===== config.mk =====
export PLATFORM = sky130hd
export DESIGN_NAME = vga_sync_multi
export DESIGN_NICKNAME = d
export VERILOG_FILES = /design/src/rtl/vga_sync_multi.sv
export SDC_FILE = /design/constraint.sdc
export NUM_CORES = 1
export LEC_CHECK = 0
export ABC_AREA = 0
export BUFFER_PORTS_ARGS = -buffer_cell sky130_fd_sc_hd__buf_2
export CAP_MARGIN = 0
export CORE_ASPECT_RATIO = 1.5
export CORE_MARGIN = 4
export CORE_UTILIZATION = 39
export DETAILED_ROUTE_END_ITERATION = 8
export RECOVER_POWER = 100
export SLEW_MARGIN = 20
export SYNTH_ARGS = -nofsm -noshare
export SYNTH_HDL_FRONTEND = slang
export SYNTH_SLANG_ARGS = --single-unit
export TNS_END_PERCENT = 30

===== constraint.sdc =====
create_clock -name clk -period 8.8 [get_ports clk]
set_input_delay 0.44 -clock clk [delete_from_list [all_inputs] [get_ports clk]]
set_output_delay 0.44 -clock clk [all_outputs]
set_load 0.005 [all_outputs]

===== src/rtl/vga_sync_multi.sv =====
`default_nettype none
// ============================================================================
// vga_sync_multi : four-mode raster timing generator, mode switch at frame end
// Revision 1.0
// ============================================================================
module vga_sync_multi #(
  parameter int CW    = 12,
  parameter int DELAY = 0
) (
  input  logic          clk,
  input  logic          reset,
  input  logic [1:0]    mode,
  output logic [1:0]    mode_active,
  output logic          hs,
  output logic          vs,
  output logic          de,
  output logic [CW-1:0] hcnt,
  output logic [CW-1:0] vcnt,
  output logic          line_start,
  output logic          frame_start
);

  localparam int PW = 5 + 2 * CW;
  // Reset word carries mode-0 inactive sync levels so idle outputs look sane.
  localparam logic [PW-1:0] C_RST_WORD = {2'b11, 3'b000, {(2 * CW){1'b0}}};

  logic [CW-1:0] hc_q, hc_d, vc_q, vc_d;
  logic [1:0]    mode_q, mode_d;
  logic [CW-1:0] w_hvis, w_hss, w_hse, w_htot;
  logic [CW-1:0] w_vvis, w_vss, w_vse, w_vtot;
  logic          w_pol, w_hend, w_vend, w_hsync_on, w_vsync_on;
  logic [PW-1:0] w_dec;
  logic [DELAY:0][PW-1:0] pipe_q;

  always_comb begin
    w_hvis = CW'(640);  w_hss = CW'(656);  w_hse = CW'(752);  w_htot = CW'(800);
    w_vvis = CW'(480);  w_vss = CW'(490);  w_vse = CW'(492);  w_vtot = CW'(525);
    w_pol  = 1'b0;
    case (mode_q)
      2'd1: begin
        w_hvis = CW'(800);  w_hss = CW'(840);  w_hse = CW'(968);  w_htot = CW'(1056);
        w_vvis = CW'(600);  w_vss = CW'(601);  w_vse = CW'(605);  w_vtot = CW'(628);
        w_pol  = 1'b1;
      end
      2'd2: begin
        w_hvis = CW'(1024); w_hss = CW'(1048); w_hse = CW'(1184); w_htot = CW'(1344);
        w_vvis = CW'(768);  w_vss = CW'(771);  w_vse = CW'(777);  w_vtot = CW'(806);
        w_pol  = 1'b0;
      end
      2'd3: begin
        w_hvis = CW'(1280); w_hss = CW'(1390); w_hse = CW'(1430); w_htot = CW'(1650);
        w_vvis = CW'(720);  w_vss = CW'(725);  w_vse = CW'(730);  w_vtot = CW'(750);
        w_pol  = 1'b1;
      end
      default: ;
    endcase
  end

  assign w_hend = (hc_q == w_htot - 1'b1);
  assign w_vend = (vc_q == w_vtot - 1'b1);

  always_comb begin
    hc_d   = hc_q + 1'b1;
    vc_d   = vc_q;
    mode_d = mode_q;
    if (w_hend) begin
      hc_d = '0;
      if (w_vend) begin
        vc_d   = '0;
        mode_d = mode;
      end else begin
        vc_d = vc_q + 1'b1;
      end
    end
  end

  always_ff @(posedge clk or posedge reset) begin
    if (reset) begin
      hc_q   <= '0;
      vc_q   <= '0;
      mode_q <= 2'd0;
    end else begin
      hc_q   <= hc_d;
      vc_q   <= vc_d;
      mode_q <= mode_d;
    end
  end

  assign w_hsync_on = (hc_q >= w_hss) && (hc_q < w_hse);
  assign w_vsync_on = (vc_q >= w_vss) && (vc_q < w_vse);
  assign w_dec = {~(w_hsync_on ^ w_pol), ~(w_vsync_on ^ w_pol),
                  (hc_q < w_hvis) && (vc_q < w_vvis),
                  (hc_q == '0), (hc_q == '0) && (vc_q == '0),
                  hc_q, vc_q};

  if (DELAY == 0) begin : g_nodly
    always_ff @(posedge clk or posedge reset) begin
      if (reset) pipe_q <= C_RST_WORD;
      else       pipe_q <= w_dec;
    end
  end else begin : g_dly
    always_ff @(posedge clk or posedge reset) begin
      if (reset) pipe_q <= {(DELAY + 1){C_RST_WORD}};
      else       pipe_q <= {pipe_q[DELAY-1:0], w_dec};
    end
  end

  assign {hs, vs, de, line_start, frame_start, hcnt, vcnt} = pipe_q[DELAY];
  assign mode_active = mode_q;

endmodule
`default_nettype wire


## After elaboration in Yosys (flattened, before gate mapping)

Cells that the tools add are included.
W data, S select, Z words.

| cells by class | value |
|---|---|
| add/sub/neg operators | 4 |
| order comparisons | 6 |
| equal/unequal tests | 5 |
| mux-type cells | 11 |
| bitwise operators | 4 |
| reductions and logical operators | 8 |

Operator list:

| operator | count |
|---|---|
| $pmux W11 S3 | 4 |
| $pmux W10 S3 | 3 |
| $lt A12 B12 Y1 | 4 |
| $pmux W9 S3 | 1 |
| $add A12 B1 Y12 const B | 2 |
| $eq A12 B12 Y1 | 2 |
| $ge A12 B12 Y1 | 2 |
| $logic_not A12 Y1 | 2 |
| $mux W12 | 2 |
| $sub A12 B1 Y12 const B | 2 |
| $eq A2 B2 Y1 const B | 2 |
| $logic_and A1 B1 Y1 | 4 |
| $eq A2 B1 Y1 const B | 1 |
| $not A1 Y1 | 2 |
| $reduce_and A2 Y1 | 1 |
| $reduce_or A2 Y1 | 1 |
| $xor A1 B1 Y1 | 2 |
| $mux W1 | 1 |

| word-level totals | value |
|---|---|
| flip-flop bits (word level) | 55 |
| input port bits | 4 |
| output and inout bits | 31 |
| word-level logic and storage cells | 42 |

## Depth between registers and ports, before layout

| depth | value |
|---|---|
| depth in word-level cells | 6 |
| mapped depth | 10 |
| mapped depth without buffers | 9 |

## Worst setup path after synthesis

Ideal clock, no wire load.

| path | value |
|---|---|
| path kind | reg-to-reg |
| start | register mode_q[0], in the netlist mode_active[0] |
| end | register pipe_q[27] in the netlist's numbering |
| setup time | 0.075 ns |
| arrival | 2.757 ns |
| data required time | 8.725 ns |
| slack | 5.969 ns |
| cell stages (with the launch flop) | 11 |
| path buffers | 1 |
| period minus slack after synthesis | 2.831 ns |
| cells stage by stage | dfrtp_1 -> inv_1 -> ha_1 -> buf_4 -> inv_1 -> ha_1 -> a21o_1 -> a21o_1 -> maj3_1 -> a2111oi_0 -> xor2_1 |

| between the ends | value |
|---|---|
| cells in the longest elaborated chain, start to end | 6 |
| elaborated cells between the ends (all ways) | 12 |
| those cells by class | order compare: 2; eq/ne: 3; mux: 3; bitwise: 2; reduce/logical: 2 |

RTL lines:

| element | RTL line | text |
|---|---|---|
| from (decl) | 28 | `logic [1:0] mode_q, mode_d;` |
| from (signal assigned) | 85 | `mode_q <= mode_d;` |
| $eq A2 B2 Y1 or $eq A2 B1 Y1 (tied branches) | 39 | `case (mode_q)` |
| $pmux W10 S3 | 39 |  |
| $ge A12 B12 Y1 or $lt A12 B12 Y1 (tied branches) | 90 | `assign w_vsync_on = (vc_q >= w_vss) && (vc_q < w_vse);` |
| $logic_and A1 B1 Y1 | 90 |  |
| $xor A1 B1 Y1 (*) | 91 | `assign w_dec = {~(w_hsync_on ^ w_pol), ~(w_vsync_on ^ w_pol),` |
| $not A1 Y1 (*) | 91 |  |
| named net w_dec[27] | 32 | `logic [PW-1:0] w_dec;` |
| to (signal assigned) | 99 | `else pipe_q <= w_dec;` |
| to (decl) | 33 | `logic [DELAY:0][PW-1:0] pipe_q;` |

Mark *: on every way through the listed nets, which the timed path passes. The rest lies on a longest branch.
A chain may end at the register's enable or synchronous reset.

## Worst setup path in the final report

| path | value |
|---|---|
| start | register mode_q[0], in the netlist mode_active[0] |
| end | register vc_q[3] |

| between the ends | value |
|---|---|
| cells in the longest elaborated chain, start to end | 5 |
| elaborated cells between the ends (all ways) | 10 |
| those cells by class | add/sub: 2; eq/ne: 5; mux: 3 |

RTL lines:

| element | RTL line | text |
|---|---|---|
| $eq A2 B2 Y1 or $eq A2 B1 Y1 (tied branches) | 39 |  |
| $pmux W9 S3 | 39 |  |
| $sub A12 B1 Y12 | 60 | `assign w_vend = (vc_q == w_vtot - 1'b1);` |
| $eq A12 B12 Y1 | 60 |  |
| $mux W12 | 68 | `if (w_vend) begin` |
| to (signal assigned) | 84 | `vc_q <= vc_d;` |
| to (decl) | 27 | `logic [CW-1:0] hc_q, hc_d, vc_q, vc_d;` |

Several ways; a longest one is shown, not always the timed one.

==> metrics <==
status=complete, but fails checks; failing checks=max-capacitance violations, max-slew violations; ys flop type=dfrtp_1; final number of setup-violating endpoints=0; Rows=40; max-cap viol count=1; maximum VDD drop=0.0795 mV; Core Util, Final=44.5%; Clock Sinks=55; GRT Total Usage=17.2%; Root Driver=clkbuf_16; Vias per Instance=5.34; Yosys warnings=0; Slew HR=-87.1%; Avg Inst Size Synth=10.4 µm²; GRT busiest layer=met2; Fin Hold WS=0.362 ns; top fanout value on the critical path=11; Leak=1.68 nW; # hold bufs at CTS=0; Async S/R FF share, synth=100%; Fin Setup TNS=0 ns; Setup WS pre-CTS=5.55 ns; Netlist cell types=53; Post-CTS Setup Bufs=0; average wire per standard cell=17.5 µm; Max Fclk=0.282 GHz; global placement routability congestion=0.959; Die X=81.7 µm; Synth Instances=305; clock tree buffer depth=2; Clk pin slew, worst setup/hold paths=0.07 ns; final antenna diode count=0; synthesis-to-layout area growth=11.3%; CP Capture Type=flip-flop; Final Hold Fails=0; pins over their slew limit=56; Final HPWL DP=5780 µm; post-CTS resize count=0; met2 Use GR=30.6%; Power Dens Cells=134 nW/µm²; total CTS buffers=5; EDFF count, synth=0; port buffer count=34; Synth Cell Area=3180 µm²; Congestion Overflow GR=0; sequential-to-total area share from yosys stat=43.4%; Final ANT Viol Nets=0; Post-route DRC=0; worst skew pair latency=0.29 ns; Final period util=40.3%; first-pass GRT wire length=12800 µm; share of cells above drive strength 1=8.93%; data required time of the worst path=8.96 ns; Die Footprint=9690 µm²; DP Area=3430 µm²; met1 Use GR=19.5%; core area=7960 µm²; net count reported at finish=375; starting density of the core=40.0%; Critical Path AT=3.71 ns; Layout Cells excl Fill=441; Final WS setup=5.25 ns; clk_skew=0.00722 ns; slew of the pin with the lowest slew margin=2.81 ns; 1st-pass router iterations=5; First DRT Iteration DRCs=115; min Tclk post-route=3.55 ns; Hold Crit Depth=2; Boundary Pins=35; Total Wirelength=7720 µm; RSZ-0062 raised after global routing=no; antenna violations before repair=0; met3 usage=2.90%; post-route cell area=3540 µm²; vias in the first global route=2492; DIE HEIGHT=119 µm; Placed Instances=434; CTS tree=done; r2r worst-path depth=9; Setup Crit Path Kind=reg -> reg; syn nets=344; final total power=473 µW; routed vias=2357; largest net degree at the start of global routing=56; min-delay worst type=in -> reg; crit path launch type=flip-flop; synthesized flop and latch total=55; H-tree depth=2
## layout make-up
class	count	area, µm²
clock inverters	1	30.0
well taps	105	131
fillers	765	4420
multi-input cells	219	1640
inverters	20	75.1
repair buffers	35	153
flip-flops and latches	55	1380
clock buffers	6	129
## routing by layer
layer	part of all wire, %	vias to the layer above
met5	0	-
met3	3.7	18
met2	55	53
li1	-	1136
met4	3.2	0
met1	38	1150
## registers in the layout, summed over array words and instances, names as in the netlist
| signal | flops |
|---|---|
| vc_q | 12 |
| pipe_q | 29 |
| mode_active | 2 |
| hc_q | 12 |
## Yosys cell counts (all sizes together) (3+ instances only)
cell type | instances | area share, %
dfrtp | 53 | 42
mux2 | 3 | 1.1
nor2 | 24 | 2.8
a21o | 4 | 0.94
nand4 | 3 | 0.59
o21ai | 11 | 1.7
a2111oi | 3 | 2.0
nor4 | 8 | 2.0
nand2b | 6 | 1.2
clkbuf | 4 | 0.51
buf | 7 | 1.4
a21oi | 14 | 2.2
and3 | 5 | 0.98
nand3 | 10 | 1.6
ha | 35 | 14
nor3 | 5 | 0.79
a211oi | 6 | 1.4
xnor2 | 9 | 2.5
inv | 20 | 2.4
nand3b | 4 | 0.94
nand2 | 17 | 2.0
xor2 | 17 | 4.7
a211o | 3 | 0.83
o31ai | 7 | 1.7
## cells in the final DEF, fill, tap and decap left out, types with 3 or more instances in the layout
cell       instances
buf_2             17
nor2_1            24
o21ai_0           11
xor2_1            17
xnor2_1            9
o31ai_1            7
inv_1             20
clkbuf_16          5
a211oi_1           6
clkbuf_1          18
a21o_1             4
dfrtp_1           53
ha_1              35
nand3b_1           4
nor4_1             8
nand2b_1           6
a211o_1            3
and3_1             5
nand3_1           10
nand2_1           17
nand4_1            3
a21oi_1           14
nor3_1             5
## critical path, stage by stage, from the launching register on
cell	delay, ns
dfrtp_1	0.52
inv_1	0.28
ha_1	0.40
inv_1	0.19
ha_1	0.34
nand3b_1	0.18
nor4_1	0.78
nand2_1	0.32
a211oi_1	0.28
o22ai_1	0.11
## path summary, 6_finish.rpt
| kind | startpoint | endpoint | slack [ns] |
|---|---|---|---|
| min in group asynchronous | reset | hc_q[9] | 1.21 |
| max reg2reg | mode_active[0] | vc_q[3] | 5.25 |
| min | mode[1] | mode_active[1] | 0.36 |
| max in group asynchronous | reset | vc_q[7] | 6.02 |
| max | mode_active[0] | vc_q[3] | 5.25 |
| min reg2reg | hc_q[1] | pipe_q[13] | 0.45 |
## power breakdown
| part | switching [mW] | internal [mW] | leakage, nW | total (mW) |
|---|---|---|---|---|
| combinational | 0.00477 | 0.000576 | 0.874 | 0.00534 |
| sequential | 0 | 0.253 | 0.732 | 0.253 |
| clock | 0.0819 | 0.133 | 0.0769 | 0.215 |
## logic make-up (layout without fill, tap and decap cells)
logic type      count (synthesis)  count (layout)  share of synthesized area, %
simple gates                   96              96                          16.6
compound gates                 57              57                          13.2
fa+ha+maj                      36              36                          14.1
xor+xnor                       26              26                          7.16
mux                             4               4                          1.38
flops                          55              55                          43.4
buf+inv                        31              62                          4.25
(Power assumes the default switching activity.)
